## src/rtl/fib_bcd_converter_if.sv

```systemverilog
// Handshake bundle between the Fibonacci generator, the BCD converter and
// the downstream consumer. The converter is the slave side.
interface fib_bcd_converter_if #(
  parameter int WIDTH  = 32,
  parameter int DIGITS = 10
);
  logic                  in_valid;
  logic [WIDTH-1:0]      in_value;
  logic                  in_ready;
  logic                  out_valid;
  logic [4*DIGITS-1:0]   out_bcd;
  logic                  out_ready;
  logic                  busy;

  modport master (
    output in_valid, in_value, out_ready,
    input  in_ready, out_valid, out_bcd, busy
  );

  modport slave (
    input  in_valid, in_value, out_ready,
    output in_ready, out_valid, out_bcd, busy
  );
endinterface

```

## src/rtl/fib_bcd_converter.sv

```systemverilog
// Sequential double-dabble binary to BCD converter, one bit per clock.
// A captured term is shifted out MSB first into a BCD accumulator; the
// finished result is copied to a separate output register so partial
// accumulator contents never reach out_bcd.
module fib_bcd_converter #(
  parameter int WIDTH  = 32,
  parameter int DIGITS = 10
) (
  input  logic                clk,
  input  logic                reset,
  fib_bcd_converter_if.slave  bus
);

  localparam int CW = $clog2(WIDTH + 1);
  localparam int BW = 4 * DIGITS;

  typedef enum logic [1:0] {
    IDLE  = 2'd0,
    SHIFT = 2'd1,
    DONE  = 2'd2
  } state_t;

  state_t           state;
  state_t           state_next;
  logic [WIDTH-1:0] bin_reg;
  logic [BW-1:0]    acc;
  logic [BW-1:0]    acc_adj;
  logic [BW-1:0]    acc_next;
  logic [BW-1:0]    result;
  logic [CW-1:0]    count;
  logic             last_step;

  // State register; reset wins over any handshake or running conversion.
  always_ff @(posedge clk) begin
    if (reset) begin
      state <= IDLE;
    end else begin
      state <= state_next;
    end
  end

  // Next-state decode and the per-state handshake outputs.
  always_comb begin
    state_next    = state;
    bus.in_ready  = 1'b0;
    bus.out_valid = 1'b0;
    bus.busy      = 1'b0;
    last_step     = 1'b0;
    unique case (state)
      IDLE: begin
        bus.in_ready = 1'b1;
        if (bus.in_valid) begin
          state_next = SHIFT;
        end
      end
      SHIFT: begin
        bus.busy = 1'b1;
        if (count == CW'(1)) begin
          last_step  = 1'b1;
          state_next = DONE;
        end
      end
      DONE: begin
        bus.out_valid = 1'b1;
        if (bus.out_ready) begin
          state_next = IDLE;
        end
      end
      default: begin
        state_next = IDLE;
      end
    endcase
  end

  // One double-dabble step: add 3 to every digit >= 5, then shift in the binary MSB.
  always_comb begin
    acc_adj = acc;
    for (int d = 0; d < DIGITS; d++) begin
      if (acc[4*d +: 4] >= 4'd5) begin
        acc_adj[4*d +: 4] = acc[4*d +: 4] + 4'd3;
      end
    end
    acc_next = (acc_adj << 1) | BW'(bin_reg[WIDTH-1]);
  end

  // Datapath: capture on handshake, shift while converting, publish on the last step.
  always_ff @(posedge clk) begin
    if (reset) begin
      bin_reg <= '0;
      acc     <= '0;
      count   <= '0;
      result  <= '0;
    end else begin
      unique case (state)
        IDLE: begin
          if (bus.in_valid) begin
            bin_reg <= bus.in_value;
            acc     <= '0;
            count   <= CW'(WIDTH);
          end
        end
        SHIFT: begin
          bin_reg <= bin_reg << 1;
          acc     <= acc_next;
          count   <= count - CW'(1);
          if (last_step) begin
            result <= acc_next;
          end
        end
        default: begin
        end
      endcase
    end
  end

  assign bus.out_bcd = result;

endmodule

```

## src/flat_wrapper.sv

```systemverilog
// flat-port wrapper written by rule: the top's interface ports become plain ports
module fib_bcd_converter_flat 
#(
  parameter int WIDTH  = 32,
  parameter int DIGITS = 10
)
  (clk, reset, bus_in_valid, bus_in_value, bus_out_ready, bus_in_ready, bus_out_valid, bus_out_bcd, bus_busy);
  fib_bcd_converter_if #(.WIDTH(WIDTH), .DIGITS(DIGITS)) bus_i ();
  input  logic clk;
  input  logic reset;
  input wire logic [$bits(bus_i.in_valid)-1:0] bus_in_valid;
  input wire logic [$bits(bus_i.in_value)-1:0] bus_in_value;
  input wire logic [$bits(bus_i.out_ready)-1:0] bus_out_ready;
  output wire logic [$bits(bus_i.in_ready)-1:0] bus_in_ready;
  output wire logic [$bits(bus_i.out_valid)-1:0] bus_out_valid;
  output wire logic [$bits(bus_i.out_bcd)-1:0] bus_out_bcd;
  output wire logic [$bits(bus_i.busy)-1:0] bus_busy;
  assign bus_i.in_valid = bus_in_valid;
  assign bus_i.in_value = bus_in_value;
  assign bus_i.out_ready = bus_out_ready;
  assign bus_in_ready = bus_i.in_ready;
  assign bus_out_valid = bus_i.out_valid;
  assign bus_out_bcd = bus_i.out_bcd;
  assign bus_busy = bus_i.busy;
  fib_bcd_converter #(.WIDTH(WIDTH), .DIGITS(DIGITS)) u_core (.clk(clk), .reset(reset), .bus(bus_i));
endmodule
```

## config.mk

```make
export PLATFORM = sky130hd
export DESIGN_NAME = fib_bcd_converter_flat
export DESIGN_NICKNAME = d
export VERILOG_FILES = /design/src/rtl/fib_bcd_converter_if.sv /design/src/rtl/fib_bcd_converter.sv /design/src/flat_wrapper.sv
export SDC_FILE = /design/constraint.sdc
export NUM_CORES = 1
export LEC_CHECK = 0
export ABC_AREA = 1
export BUFFER_PORTS_ARGS = -buffer_cell sky130_fd_sc_hd__buf_2
export CORE_ASPECT_RATIO = 2
export CORE_MARGIN = 2
export CORE_UTILIZATION = 30
export CTS_CLUSTER_DIAMETER = 30
export DETAILED_ROUTE_END_ITERATION = 10
export RECOVER_POWER = 100
export SLEW_MARGIN = 15
export SYNTH_ARGS = -nofsm -noshare
export SYNTH_HDL_FRONTEND = slang
export SYNTH_SLANG_ARGS = --single-unit
```

## constraint.sdc

```tcl
create_clock -name clk -period 1.74 [get_ports clk]
set_clock_uncertainty 0.15 [all_clocks]
set_input_delay 0.087 -clock clk [delete_from_list [all_inputs] [get_ports clk]]
set_output_delay 0.087 -clock clk [all_outputs]
set_load 0.03 [all_outputs]
```

==> results.md, run 1 <==
- Mapped Area: 5580 um^2
- Met1 Use GR: 15.8%
- Slowest CP cell: dfxtp_1
- Top-area cell type share of the netlist area: 43.0%
- Ys flop type: dfxtp_1
- Post-synth cell types: 26
- Post-detail-place hpwl: 9530 um
- IO Port Bufs: 78
- CP bufs+invs: 3
- PwrDens: 1000 nW/um^2
- CP Capture Type: output port
- DR iter-0 viols: 226
- Crit-path max FO: 35
- Status: finished with violations
- Drt first pass iters: 4
- Slew headroom: 72.4%
- Cts bufs inserted: 17
- ANT cells: 0
- Seq/Total Area, Yosys: 43.0%
- Share of cells above drive strength 1: 10.6%
- Core ar.: 18300 um^2
- CTS H-tree depth: 4
- CTS Sinks: 120
- Final Power: 7.21 mW
- Crit path DAT: 1.42 ns
- Post-route minimum period: 1.66 ns
- Final setup TNS: 0 ns
- HP Class: in2reg
- Fin. max-slew vios: 0
- Violated checks: negative hold slack
- Peak Freq: 0.603 GHz
- Number of I/O pins: 79
- Met2 GRT Util: 28.9%
- Post-CTS Setup Bufs: 0
- DR vias/cell: 4.82
- First-pass GRT wire length: 24300 um
- YS warnings: 0
- Most frequent cell after synthesis: nand2_1
- EDFF count, synth: 0
- Syn Inst Count: 796
- Synth area leaders: dfxtp_1 (43%), nand2_1 (16%), a21oi_1 (6.8%), nand3_1 (6.3%), ha_1 (4.9%)
- Maximum root-to-sink buffer count: 2
- Avg Cell Area, Syn: 7.01 um^2
- Post-synth top cells: nand2_1 (234), dfxtp_1 (120), a21oi_1 (76)
- Largest net degree at the start of global routing: 65
- Core Rows: 70
- P&R area growth vs syn: 29.0%
- Least-Margin Pin Slew: 0.410 ns
- Initial Utilization: 30.5%
- Fin nets: 967
- Net Count, Synth: 854
- Post-DRT Antenna Nets: 0
- GRT busiest layer: met2
- WS Path Type: reg2out
- Critical Path, Cell by Cell: inv_1 > nor2_4 > buf_12 > clkbuf_2
- Fin crit share: 95.3%
- Max stage delay on crit path: 0.33 ns
- Routability cong.: 0.817
- CP Launch Type: flop
- Worst vdd ir: 0.745 mV
- Vias in the first global route: 5363
- Async S/R FF share, synth: 0%
- Top Family by Delay on Critical Path: buffers and inverters
- Initial antenna violation count: 0
- Met3 Usage GRT: 3.09%
- Leakage: 3.12 nW
- Area leader, netlist: dfxtp_1
- Final setup violation count: 0
- Vias post-DR: 5483
- Max-cap violations: 0
- RSZ-0062 raised after global routing: no
- CTS tree: yes
- Final Hold Vio Count: 2
- DRC Markers: 0
- GRT Total Usage: 15.4%
- GRT overflow: 0
- Post-synthesis register bit count: 120
- Clock slew at reported path FFs: 0.06 ns
- CP required: 1.50 ns
- Die W: 100 um
- Root buffer cell: clkbuf_16
- Die area: 19800 um^2
- Hold Slack: -0.00338 ns
- Routed length per instance: 12.8 um
- Post-Route WL: 14500 um
- Die height: 197 um
- Clk_lat worst skew: 0.42 ns
## per-layer routing
layer | share of wire, % | vias up | wire length (um)
met4 | 3.1 | 0 | 443
met1 | 40 | 2515 | 5870
li1 | - | 2818 | -
met5 | 0 | - | 0
met3 | 3.5 | 30 | 511
met2 | 53 | 120 | 7690
## repair_timing
item                                    4_1_cts  5_1_grt
endpoints found under the setup margin        1       63
hold endpoints to repair                     33        0
cloned                                        1        0
hold buffers                                 33        0
resized for setup                             0       18
pin swaps                                     0        1
## layout make-up
type,count,area (um^2)
timing repair buffer,133,948
clock inverter,13,148
inverter,75,282
multi-input combinational,562,2700
tap,216,270
sequential,120,2400
fill,1864,11100
clock buffer,19,453
## logic make-up (layout without fill, tap and decap cells)
kind of cell | count (synthesis) | in the layout | share of synthesized area, %
mux | 3 | 3 | 0.538
buf+inv | 114 | 240 | 8.92
fa+ha+maj | 22 | 22 | 4.93
flops | 120 | 120 | 43.0
simple gates | 379 | 379 | 27.5
compound gates | 158 | 158 | 15.0
## cell usage in the layout (no fill, tap or decap), types with 15 or more instances in the layout
cell / n
nand2_1: 231
dfxtp_1: 120
a21oi_1: 75
inv_1: 73
nand3_1: 70
nor2_1: 65
clkbuf_1: 43
buf_2: 35
o21ai_0: 33
dlygate4sd3_1: 33
ha_1: 22
o21ai_1: 18
clkbuf_16: 17
a31oi_1: 15
## final timing paths
| kind | startpoint | cells past startpoint | slack, ns | to |
|---|---|---|---|---|
| worst max-delay path | u_core.state[0] | 4 | 0.08 | bus_busy |
| worst min-delay path | reset | 3 | -0.003 | u_core.acc[27] |
| worst max register to register | u_core.acc[0] | 8 | 0.13 | u_core.bus.out_bcd[2] |
| worst min register to register | u_core.acc[37] | 2 | 0.31 | u_core.acc[37] |
## where the power goes
part	internal, mW	total [mW]	switching (mW)	leakage [nW]
logic	0.300	0.773	0.472	1.87
registers	2.86	2.91	0.0587	0.974
clock network	2.19	3.53	1.33	0.282
total	5.35	7.21	1.86	3.12
## worst reg2reg max path, delay by kind of cell, from the launching register on
kind / cells / cell delay [ns]
flip-flops: 1 / 0.40
AO/OA/AOI/OAI: 2 / 0.27
AND/OR/NAND/NOR: 3 / 0.29
buffers and inverters: 2 / 0.16
adder cells (fa/ha/maj): 1 / 0.22
## metrics by stage
stage               hold slack [ns]  setup slack [ns]  util, %  instance area, um^2  instances
floorplan                    0.0853             0.303        -                 5580        796
global placement              0.197             0.103     34.3                 6280       1072
detailed placement            0.195            0.0514     34.3                 6280       1072
CTS                         0.00514            0.0506     39.6                 7250       1138
global route                 0.0182           0.00167     39.3                 7200       1138
finish                     -0.00338            0.0820     39.3                 7200       1138
Power figures use the tool's default switching activity.
==> run 2, diff against run 1 <==
--- a/config.mk
+++ b/config.mk
@@ -5,7 +5,7 @@
 export SDC_FILE = /design/constraint.sdc
 export NUM_CORES = 1
 export LEC_CHECK = 0
-export ABC_AREA = 1
+export ABC_AREA = 0
 export BUFFER_PORTS_ARGS = -buffer_cell sky130_fd_sc_hd__buf_2
 export CORE_ASPECT_RATIO = 2
 export CORE_MARGIN = 2
==> results.md, run 2 <==
- Root buffer cell: clkbuf_16 (unchanged)
- Ys flop type: dfxtp_1 (unchanged)
- Clock slew at reported path FFs: 0.06 ns (about the same)
- Routed length per instance: 13.7 um (was 12.8 um)
- Psw: 1.95 mW (was 1.86 mW)
- Critical Path, Cell by Cell: buf_12 > buf_12 > nor2_1 > a21oi_1 > nor2_1 > a2111oi_2 (was inv_1 > nor2_4 > buf_12 > clkbuf_2)
- Worst Hold Path Cells: 4 (was 3)
- Clock power share: 49.4% (was 48.9%)
- Async S/R FF share, synth: 0% (unchanged)
- Post-synthesis register bit count: 120 (unchanged)
- Share of power burned in registers: 39.3% (was 40.4%)
- Final std cells w/o fill: 1071 (was 1138)
- IO Port Bufs: 78 (unchanged)
- Reg area: 2410 um^2 (was 2400 um^2)
- Largest net degree at the start of global routing: 48 (was 65)
- Die height: 201 um (was 197 um)
- Commonest cells after routing, fill and taps aside: nor2_1 (115), dfxtp_1 (114), a21oi_1 (71) (was nand2_1 (231), dfxtp_1 (120), a21oi_1 (75))
- Worst slack at placement: -0.0220 ns (was 0.0514 ns)
- Number of I/O pins: 79 (unchanged)
- Vias in the first global route: 4967 (was 5363)
- Routability cong.: 0.756 (was 0.817)
- Post-route minimum period: 1.69 ns (was 1.66 ns)
- DR vias/cell: 4.73 (was 4.82)
- Final Hold Vio Count: 0 (was 2)
- Synth area leaders: dfxtp_1 (41%), nor2_1 (7.5%), a21oi_1 (7.0%), ha_1 (4.7%), a211oi_2 (4.1%) (was dfxtp_1 (43%), nand2_1 (16%), a21oi_1 (6.8%), nand3_1 (6.3%), ha_1 (4.9%))
- Top Family by Delay on Critical Path: compound AO/OA/AOI/OAI gates (was buffers and inverters)
- Area of the multi-input gates: 3090 um^2 (was 2700 um^2)
- Worst-case reg-to-reg path depth: 6 (was 8)
- EDFF count, synth: 0 (unchanged)
- Post-Route WL: 14700 um (was 14500 um)
- Die area: 20500 um^2 (was 19800 um^2)
- First-pass GRT wire length: 23500 um (was 24300 um)
- HP Class: in2reg (unchanged)
- Post-synth top cells: dfxtp_1 (120), nor2_1 (116), a21oi_1 (81) (was nand2_1 (234), dfxtp_1 (120), a21oi_1 (76))
- YS warnings: 0 (unchanged)
- P&R area growth vs syn: 31.6% (was 29.0%)
- Fin. max-slew vios: 0 (unchanged)
- Post-DRT Antenna Nets: 0 (unchanged)
- Net Count, Synth: 742 (was 854)
- Post-synth cell types: 40 (was 26)
- Slew headroom: 67.6% (was 72.4%)
- Peak Freq: 0.592 GHz (was 0.603 GHz)
- Fin nets: 857 (was 967)
- Max-cap violations: 0 (unchanged)
- Slowest CP cell: a2111oi_2 (was dfxtp_1)
- Int Pwr: 5.58 mW (was 5.35 mW)
- Share of cells above drive strength 1: 22.5% (was 10.6%)
- GRT Total Usage: 14.4% (was 15.4%)
- CP bufs+invs: 2 (was 3)
- Seq/Total Area, Yosys: 41.4% (was 43.0%)
- Top-area cell type share of the netlist area: 41.4% (was 43.0%)
- CTS H-tree depth: 4 (unchanged)
- Cts bufs inserted: 17 (unchanged)
- CTS tree: yes (unchanged)
- DR iter-0 viols: 128 (was 226)
- Avg Cell Area, Syn: 8.48 um^2 (was 7.01 um^2)
- DRC Markers: 0 (unchanged)
- Clk_lat worst skew: 0.42 ns (about the same)
- Sw Share: 25.9% (about the same)
- Core Rows: 72 (was 70)
- Worst setup margin: 0.0522 ns (was 0.0820 ns)
- ANT cells: 0 (unchanged)
- Leakage: 2.81 nW (was 3.12 nW)
- Worst vdd ir: 0.569 mV (was 0.745 mV)
- Crit-path max FO: 37 (was 35)
- PwrDens: 988 nW/um^2 (was 1000 nW/um^2)
- Max stage delay on crit path: 0.36 ns (was 0.33 ns)
- Drt first pass iters: 4 (unchanged)
- Vias post-DR: 5067 (was 5483)
- GRT overflow: 0 (unchanged)
- Syn Inst Count: 684 (was 796)
- CP Launch Type: flop (unchanged)
- Most common cell after layout, fill and taps aside: nor2_1 (was nand2_1)
- Most frequent cell after synthesis: dfxtp_1 (was nand2_1)
- CP required: 1.88 ns (was 1.50 ns)
- Status: complete, no violations (was finished with violations)
- Cell Area, Placed: 6590 um^2 (was 6280 um^2)
- CTS Sinks: 120 (unchanged)
- DP Cell Count: 1001 (was 1072)
- Logic gate share of total power: 11.2% (was 10.7%)
- Least-Margin Pin Slew: 0.486 ns (was 0.410 ns)
- WS Path Type: reg2reg (was reg2out)
- CP Capture Type: flop (was output port)
- Maximum root-to-sink buffer count: 2 (unchanged)
- Mapped Area: 5800 um^2 (was 5580 um^2)
- Final setup TNS: 0 ns (unchanged)
- Initial antenna violation count: 0 (unchanged)
- Die W: 102 um (was 100 um)
- Crit. path cell count: 6 (was 4)
- Final Instance Area: 7630 um^2 (was 7200 um^2)
- Area leader, netlist: dfxtp_1 (unchanged)
- Fin crit share: 97.0% (was 95.3%)
- Filler cell count: 1963 (was 1864)
- Post-detail-place hpwl: 9650 um (was 9530 um)
- Core ar.: 19200 um^2 (was 18300 um^2)
- Initial Utilization: 30.2% (was 30.5%)
- Final setup violation count: 0 (unchanged)
- Crit path DAT: 1.83 ns (was 1.42 ns)
==> run 2: logic make-up after synthesis <==
group | Yosys count | share of synthesized area (%)
adder cells (fa/ha/maj) | 22 | 4.75
flip-flops | 120 | 41.4
AO/OA/AOI/OAI | 205 | 24.3
AND/OR/NAND/NOR | 225 | 18.6
buffers and inverters | 89 | 6.97
multiplexers | 12 | 2.31
XOR/XNOR | 11 | 1.66
==> run 2: worst reg2reg max path, stage by stage, from the launching register on <==
cell,delay (ns)
dfxtp_2,0.35
buf_12,0.19
buf_12,0.20
nor2_1,0.10
a21oi_1,0.14
nor2_1,0.07
a2111oi_2,0.36
==> run 2: per-stage QoR <==
| stage | total power [mW] | util [%] | hold slack (ns) |
|---|---|---|---|
| floorplan | 3.54 | - | 0.103 |
| global placement | 3.77 | 34.3 | 0.209 |
| detailed placement | 3.79 | 34.3 | 0.208 |
| CTS | 7.60 | 39.3 | 0.00849 |
| global route | 7.86 | 39.8 | 0.0430 |
| finish | 7.54 | 39.8 | 0.00219 |
==> run 2: final cells by class <==
| cell class | instances | area share, % |
|---|---|---|
| Multi-Input combinational cell | 475 | 40.5 |
| Sequential cell | 120 | 31.6 |
| Timing Repair Buffer | 145 | 13.5 |
| Clock buffer | 18 | 5.76 |
| Tap cell | 259 | 4.25 |
| Clock inverter | 14 | 2.44 |
| Inverter | 40 | 1.97 |
==> run 2: timing repair <==
| item | CTS | global route |
|---|---|---|
| resized for setup | 5 | 38 |
| hold buffers | 32 | 0 |
| buffers inserted | 0 | 5 |
| endpoints found under the hold margin | 36 | 0 |
| setup endpoints to repair | 5 | 64 |
| pin swaps | 0 | 7 |
| cloned | 0 | 1 |
==> run 2: metal layers <==
| layer | track usage (%) | wire [um] | vias up |
|---|---|---|---|
| met5 | 0 | 0 | - |
| met4 | 6.48 | 338 | 0 |
| met3 | 3.20 | 400 | 20 |
| met2 | 25.7 | 7620 | 97 |
| met1 | 15.7 | 6330 | 2344 |
| li1 | - | - | 2606 |
==> run 2: path summary, 6_finish.rpt <==
check / startpoint / endpoint / slack [ns]
max: u_core.state[1] / u_core.bin_reg[10] / 0.05
min reg2reg: u_core.acc[37] / u_core.acc[37] / 0.30
max reg2reg: u_core.state[1] / u_core.bin_reg[10] / 0.05
min: bus_in_value[29] / u_core.bin_reg[29] / 0.002
==> run 2: power by group through the flow <==
stage | clock network (mW) | registers, mW | logic (mW)
2_1_floorplan | 0 | 3.03 | 0.510
3_3_place_gp | 0 | 3.02 | 0.757
3_5_place_dp | 0 | 3.02 | 0.766
4_1_cts | 3.82 | 2.96 | 0.828
5_1_grt | 3.95 | 2.98 | 0.938
6_report | 3.73 | 2.96 | 0.846
